===== src/rtl/multicycle_controller.sv =====
// Multicycle RV32I control FSM: sequences the shared ALU, the unified memory and the register file.
// It stalls on MemReady in FETCH, MEMREAD and MEMWRITE unless MEM_HANDSHAKE is 0.
module multicycle_controller #(
  parameter bit MEM_HANDSHAKE = 1'b1
) (
  input  logic       clk,
  input  logic       reset,
  input  logic [6:0] op,
  input  logic [2:0] funct3,
  input  logic       funct7b5,
  input  logic       LogOut,
  input  logic       MemReady,
  output logic       PCWrite,
  output logic       AdrSrc,
  output logic       MemWrite,
  output logic       IRWrite,
  output logic [1:0] ResultSrc,
  output logic [1:0] ALUSrcA,
  output logic [1:0] ALUSrcB,
  output logic       RegWrite,
  output logic [2:0] ImmSrc,
  output logic [3:0] ALUControl,
  output logic       Illegal
);

  localparam logic [6:0] OP_LOAD   = 7'b0000011;
  localparam logic [6:0] OP_STORE  = 7'b0100011;
  localparam logic [6:0] OP_R      = 7'b0110011;
  localparam logic [6:0] OP_I      = 7'b0010011;
  localparam logic [6:0] OP_BRANCH = 7'b1100011;
  localparam logic [6:0] OP_JAL    = 7'b1101111;
  localparam logic [6:0] OP_LUI    = 7'b0110111;

  localparam logic [3:0] ALU_ADD  = 4'b0000;
  localparam logic [3:0] ALU_SUB  = 4'b0001;
  localparam logic [3:0] ALU_AND  = 4'b0010;
  localparam logic [3:0] ALU_OR   = 4'b0011;
  localparam logic [3:0] ALU_XOR  = 4'b0100;
  localparam logic [3:0] ALU_SLT  = 4'b0101;
  localparam logic [3:0] ALU_SLTU = 4'b0110;
  localparam logic [3:0] ALU_SLL  = 4'b0111;
  localparam logic [3:0] ALU_SRL  = 4'b1000;
  localparam logic [3:0] ALU_SRA  = 4'b1001;

  localparam logic [1:0] ALUOP_ADD   = 2'b00;
  localparam logic [1:0] ALUOP_SUB   = 2'b01;
  localparam logic [1:0] ALUOP_FUNCT = 2'b10;

  typedef enum logic [3:0] {
    FETCH, DECODE, MEMADR, MEMREAD, MEMWB, MEMWRITE,
    EXECR, EXECI, ALUWB, BRANCH, JAL, LUI
  } state_t;

  state_t     state, state_next;
  logic       mem_ready;
  logic       pc_write, adr_src, mem_write, ir_write, reg_write, illegal_op;
  logic [1:0] result_src, alu_src_a, alu_src_b, alu_op;

  assign mem_ready = MemReady | ~MEM_HANDSHAKE;

  // State register; reset aborts any instruction in flight.
  always_ff @(posedge clk or posedge reset) begin
    if (reset) state <= FETCH;
    else       state <= state_next;
  end

  // Next state and per-state datapath controls.
  always_comb begin
    state_next = state;
    pc_write   = 1'b0;
    adr_src    = 1'b0;
    mem_write  = 1'b0;
    ir_write   = 1'b0;
    reg_write  = 1'b0;
    illegal_op = 1'b0;
    result_src = 2'b00;
    alu_src_a  = 2'b00;
    alu_src_b  = 2'b00;
    alu_op     = ALUOP_ADD;
    case (state)
      FETCH: begin
        alu_src_b  = 2'b10;
        result_src = 2'b10;
        ir_write   = mem_ready;
        pc_write   = mem_ready;
        if (mem_ready) state_next = DECODE;
      end
      DECODE: begin
        // Precompute PC-relative target into ALUOut for branch/jal.
        alu_src_a = 2'b01;
        alu_src_b = 2'b01;
        case (op)
          OP_LOAD, OP_STORE: state_next = MEMADR;
          OP_R:              state_next = EXECR;
          OP_I:              state_next = EXECI;
          OP_BRANCH:         state_next = BRANCH;
          OP_JAL:            state_next = JAL;
          OP_LUI:            state_next = LUI;
          default: begin
            state_next = FETCH;
            illegal_op = 1'b1;
          end
        endcase
      end
      MEMADR: begin
        alu_src_a  = 2'b10;
        alu_src_b  = 2'b01;
        state_next = op[5] ? MEMWRITE : MEMREAD;
      end
      MEMREAD: begin
        adr_src = 1'b1;
        if (mem_ready) state_next = MEMWB;
      end
      MEMWB: begin
        result_src = 2'b01;
        reg_write  = 1'b1;
        state_next = FETCH;
      end
      MEMWRITE: begin
        adr_src   = 1'b1;
        mem_write = 1'b1;
        if (mem_ready) state_next = FETCH;
      end
      EXECR: begin
        alu_src_a  = 2'b10;
        alu_op     = ALUOP_FUNCT;
        state_next = ALUWB;
      end
      EXECI: begin
        alu_src_a  = 2'b10;
        alu_src_b  = 2'b01;
        alu_op     = ALUOP_FUNCT;
        state_next = ALUWB;
      end
      ALUWB: begin
        reg_write  = 1'b1;
        state_next = FETCH;
      end
      BRANCH: begin
        alu_src_a  = 2'b10;
        alu_op     = ALUOP_SUB;
        pc_write   = LogOut;
        state_next = FETCH;
      end
      JAL: begin
        // Redirect PC from ALUOut while computing the link value OldPC+4.
        alu_src_a  = 2'b01;
        alu_src_b  = 2'b10;
        pc_write   = 1'b1;
        state_next = ALUWB;
      end
      LUI: begin
        result_src = 2'b11;
        reg_write  = 1'b1;
        state_next = FETCH;
      end
      default: state_next = FETCH;
    endcase
  end

  // ALU operation select; funct7b5 only distinguishes sub for R-type.
  always_comb begin
    ALUControl = ALU_ADD;
    case (alu_op)
      ALUOP_ADD: ALUControl = ALU_ADD;
      ALUOP_SUB: ALUControl = ALU_SUB;
      default: begin
        case (funct3)
          3'b000:  ALUControl = (op[5] & funct7b5) ? ALU_SUB : ALU_ADD;
          3'b001:  ALUControl = ALU_SLL;
          3'b010:  ALUControl = ALU_SLT;
          3'b011:  ALUControl = ALU_SLTU;
          3'b100:  ALUControl = ALU_XOR;
          3'b101:  ALUControl = funct7b5 ? ALU_SRA : ALU_SRL;
          3'b110:  ALUControl = ALU_OR;
          default: ALUControl = ALU_AND;
        endcase
      end
    endcase
  end

  // Immediate format from opcode.
  always_comb begin
    ImmSrc = 3'b000;
    case (op)
      OP_STORE:  ImmSrc = 3'b001;
      OP_BRANCH: ImmSrc = 3'b010;
      OP_JAL:    ImmSrc = 3'b011;
      OP_LUI:    ImmSrc = 3'b100;
      default:   ImmSrc = 3'b000;
    endcase
  end

  // Enables are forced low while reset is held.
  assign PCWrite   = pc_write & ~reset;
  assign IRWrite   = ir_write & ~reset;
  assign MemWrite  = mem_write & ~reset;
  assign RegWrite  = reg_write & ~reset;
  assign Illegal   = illegal_op & ~reset;
  assign AdrSrc    = adr_src;
  assign ResultSrc = result_src;
  assign ALUSrcA   = alu_src_a;
  assign ALUSrcB   = alu_src_b;

endmodule


===== config.mk =====
export PLATFORM = sky130hd
export DESIGN_NAME = multicycle_controller
export DESIGN_NICKNAME = d
export VERILOG_FILES = /design/src/rtl/multicycle_controller.sv
export SDC_FILE = /design/constraint.sdc
export NUM_CORES = 1
export LEC_CHECK = 0
export CAP_MARGIN = 20
export CORE_MARGIN = 2
export CORE_UTILIZATION = 45
export DETAILED_ROUTE_END_ITERATION = 7
export PLACE_DENSITY = 0.91
export SLEW_MARGIN = 30
export SYNTH_ARGS = -nofsm -noshare
export SYNTH_HDL_FRONTEND = slang
export SYNTH_SLANG_ARGS = --single-unit

===== constraint.sdc =====
create_clock -name clk -period 3.24 [get_ports clk]
set_input_delay 0.972 -clock clk [delete_from_list [all_inputs] [get_ports clk]]
set_output_delay 0.972 -clock clk [all_outputs]
set_load 0.02 [all_outputs]

---- Yosys cells after proc, flatten, opt, wreduce, memory -nomap -nowiden ----
Index checks and enable logic that the tools add are counted.
operators by class
  eq/ne operators ......................... 28
  bitwise operators ....................... 7
  multiplexer cells ....................... 22
  reduce and logical (&&, ||, !) cells .... 14
operator list
  kind                                                                    number
  4-bit one-hot mux with 6 select lines                                   2
  4-bit one-hot mux with 7 select lines                                   1
  7-bit by 6-bit equality test with 1-bit output (second input constant)  3
  4-bit by 3-bit equality test with 1-bit output (second input constant)  4
  4-bit equality test (second input constant)                             4
  7-bit equality test (second input constant)                             2
  4-bit 2-to-1 mux                                                        3
  2-bit one-hot mux with 2 select lines                                   3
  3-bit one-hot mux with 4 select lines                                   1
  2-bit OR reduction                                                      5
  3-bit equality test (second input constant)                             3
  3-bit OR reduction                                                      3
  4-bit by 2-bit equality test with 1-bit output (second input constant)  2
  1-bit 2-to-1 mux                                                        8
  4-bit one-hot mux with 2 select lines                                   1
  7-bit by 2-bit equality test with 1-bit output (second input constant)  1
  7-bit by 5-bit equality test with 1-bit output (second input constant)  1
  7-bit OR reduction                                                      1
  1-bit AND                                                               6
  3-bit by 2-bit equality test with 1-bit output (second input constant)  2
  2-bit != test (second input constant)                                   3
  2-bit one-hot mux with 3 select lines                                   1
  4-bit by 1-bit equality test with 1-bit output (second input constant)  1
  4-bit zero test                                                         1
  other kinds (9)                                                         9
storage, ports and cells
  flip-flop bits (word level) ............. 4
  output and inout port bits .............. 19
  word-level logic and storage cells ...... 72

---- Depth between registers and ports, before layout ----
  word-level depth ........................ 5
  mapped depth ............................ 5

---- Least setup slack after synthesis ----
No wires, ideal clock.
  kind .................................... input port to output port
  from .................................... in op[3]
  to ...................................... out ImmSrc[0]
  path buffers ............................ 1
  slack ................................... 0.406 ns
  cell stages on the path ................. 4
  data arrival time ....................... 1.862 ns
  path through ............................ buf_2 nor3_1 a21oi_1 nor3_1
between the ends
  longest elaborated chain between the ends .. 2
  elaborated cells on any way between the ends .. 5
  those cells by class .................... eq/ne: 4; mux: 1
ends and longest elaborated chain
  item                                                                                          line  RTL
  start: declaration                                                                            8     input logic [6:0] op,
  7-bit by 6-bit equality test with 1-bit output / 7-bit equality test (equally long branches)  185   case (op)
  3-bit one-hot mux with 4 select lines (*)                                                     185
  end: declaration                                                                              21    output logic [2:0] ImmSrc,
Every way passes the cells marked *; elsewhere a longest branch is shown, timed or not.

---- Final worst setup path ----
  from .................................... in op[6]
  to ...................................... out Illegal
between the ends
  longest elaborated chain between the ends .. 5
  elaborated cells on any way between the ends .. 11
  those cells by class .................... eq/ne: 7; mux: 2; bitwise: 1; reduce/logical: 1
ends and longest elaborated chain
  item                                                                          line  RTL
  7-bit by 6-bit equality test with 1-bit output, or another cell as far along  92    case (op)
  7-bit OR reduction (no line) (*)                                              n/a
  1-bit 2-to-1 mux (*)                                                          92
  1-bit 2-to-1 mux (*)                                                          80    case (state)
  1-bit AND (*)                                                                 199   assign Illegal = illegal_op & ~reset;
  end: declaration                                                              23    output logic Illegal
Marks and branches as above.

==> metrics <==
Mapped Cells 102; power per cell area 228 nW/um^2; power share of the clock group 0.226; DR vias 945; Largest regs state x4; via-per-instance ratio 5.49; core area 1710 sq um; starting density of the core 0.469; Mapped Area 801 sq um; Yosys reg bits 4; syn avg cell area 7.85 sq um; critical path, cell by cell clkdlybuf4s50_1, and2b_4, a22oi_2, o2111a_1, buf_2; CTS buffer count 3; Clock Tree Buf Depth 2; final hold vios 0; Synth top area share 0.125; outcome complete, no violations; CTS tree yes; Post-synth EDFFs 0; vias in the first global route 910; final setup margin 0.0596 ns; pin count of the biggest net entering global routing 18; Residual DRC 0; hold-fix buffers at CTS 0; die area 2130 sq um; GPL Wtd Cong 0.803; Area growth syn-to-layout 52.5%; Synth Net Count 117; critical path endpoint category output pin; switch share 0.370; M2 GR Usage 0.472; P_int 0.000175 W; Worst setup SP type primary input; Top Ports 34; most frequent cell after synthesis nor2_1; Clock Tree Root clkbuf_4; Final Net Count 164; row count 15; layout cells sized above 1 0.272; GR Util All Layers 0.252; RSZ-0062 raised after global routing false; yosys warns 0; max-slew violations 0; wire per inst 13.4 um; maxcap violations 0; clock-pin slew on the worst setup and hold paths 0.04 ns; chip height 46.2 um; initial antenna violation count 0; Setup-failing EPs final 0; Post-DP HPWL 1860 um; LEAKAGE 0.561 nW; Top FF cell, synth dfrtp_1; number of nets with antenna violations after routing 0; NetSw 0.000103 W; Critical Path Max Stage Delay 0.51 ns; largest cells by area after synthesis dfrtp_1 13%, buf_6 7.0%, nor2_1 6.1%, nor2b_1 3.9%, mux2i_1 3.8%; Yosys top cell by area dfrtp_1; post-synth cell types 44; Critical-path top delay cell clkdlybuf4s50_1; GRT Max-Usage Layer met2; met3 Usage GRT 0.0353; CP arrival 2.21 ns; Die W 46.2 um; Setup WS pre-CTS -0.384 ns; Worst-Skew Late Latency 0.24 ns; starting DRC count in detailed routing 4; Worst path top cell family by delay buffers and inverters; DRT Pass-1 Iters 3; Async S/R FF share, synth 1.00; final non-filler cell total 172; sequential fraction of the synthesis area 0.125; sequential power share 0.217; Biggest register state; H-tree depth 1; Max Clk Rate 0.314 GHz; Post-Place Cells 169; ant diodes 0; Worst Tran Pin Value 0.616 ns; synth cell count leaders 13 x nor2_1, 7 x nand2_1, 5 x buf_6, 5 x nand3_1, 5 x nor2b_1; WL final 2310 um; Final min period 3.18 ns; final worst-path cycle share 0.982; M1 GR Usage 0.279; port bufs 33; Worst IR Drop VDD 0.000162 V; Slew headroom 0.589; Worst Path Required 2.27 ns; Clock Skew 0.00801 ns; Num Clock Sinks 4; Crit Path Max Fanout 4; GRT overflow 0; max FFs per register 4; worst path bufs/invs 2; hold crit path type flip-flop to flip-flop; Crit Path Class primary input to output pin; first-pass GRT wire length 3840 um; Combinational Power Share 0.557
==> per-layer routing <==
metal,vias up,routed length (um)
met5,-,0
met4,0,17
met3,2,58
met2,26,1260
met1,441,980
li1,476,-
==> power groups by stage <==
stage | sequential, W | combinational (W) | clock (W)
2_1_floorplan | 0.0000558 | 0.0000925 | 0
3_3_place_gp | 0.0000608 | 0.000151 | 0
3_5_place_dp | 0.0000609 | 0.000156 | 0
4_1_cts | 0.0000604 | 0.000155 | 0.0000640
5_1_grt | 0.0000611 | 0.000167 | 0.0000691
6_report | 0.0000605 | 0.000155 | 0.0000629
==> placed cells by master, fill, tap and decap left out, types with 2 or more instances in the layout <==
cell	netlist	layout
nor2b_1	5	4
nand2_1	7	7
dfrtp_1	4	4
o31ai_1	2	2
clkbuf_2	0	4
mux2i_1	3	3
clkbuf_4	0	3
a32oi_1	2	2
o21ai_0	2	2
nor3_1	4	3
nor2_1	13	13
dlygate4sd2_1	0	7
xnor2_1	3	2
nor3b_1	4	4
o21a_1	2	2
buf_4	2	18
nand3_1	5	5
and2b_1	3	3
a211oi_1	2	2
and4b_1	2	2
inv_1	2	2
clkdlybuf4s50_1	0	19
nand2b_1	3	3
and2_1	2	2
a21oi_1	3	3
==> cell type report <==
| type | instances | area [sq um] |
|---|---|---|
| clock buffer | 3 | 22.5 |
| fill | 147 | 487 |
| inverter | 2 | 7.51 |
| multi-input combinational | 88 | 638 |
| sequential | 4 | 100 |
| tap | 25 | 31.3 |
| timing repair buffer | 50 | 422 |
==> timing repair <==
action                                  in CTS  in global routing
setup buffers                                0                  0
gates resized for setup                     25                 13
endpoints found under the setup margin      12                  6
==> worst register-to-register path: stages, from the launching register on <==
cell and delay, ns:
dfrtp_1 0.60, nor2b_1 0.27, a221oi_2 0.30, o32ai_2 0.12
==> cells by family (layout without fill, tap and decap cells) <==
kind of cell / Yosys count / after routing / synth area share
mux: 4 / 4 / 0.0516
compound gates: 23 / 23 / 0.236
buf+inv: 10 / 55 / 0.105
flops: 4 / 4 / 0.125
simple gates: 58 / 58 / 0.450
xor+xnor: 3 / 3 / 0.0328
==> through the flow <==
stage                     TNS (ns)  total power (W)   util  hold slack [ns]  area [sq um]
after CTS                        0         0.000279  0.719            0.756          1230
final                            0         0.000278  0.715            0.753          1220
after global placement       -2.30         0.000212  0.711            0.723          1210
after global routing             0         0.000297  0.715            0.816          1220
after floorplan                  0         0.000148      -            0.633           801
after detailed placement     -2.68         0.000217  0.711            0.747          1210
==> final timing paths <==
path,from,endpoint,slack [ns],cells past startpoint
setup / recovery,op[6],Illegal,0.06,5
hold / removal,state[1]$_DFFE_PP0P_,state[2]$_DFFE_PP0P_,0.75,3
setup reg to reg,state[2]$_DFFE_PP0P_,state[0]$_DFFE_PP0P_,1.80,3
hold reg to reg,state[1]$_DFFE_PP0P_,state[2]$_DFFE_PP0P_,0.75,3
max in group asynchronous,reset,state[0]$_DFFE_PP0P_,1.97,3
min in group asynchronous,reset,state[1]$_DFFE_PP0P_,1.16,3
Power figures use the tool's default switching activity.
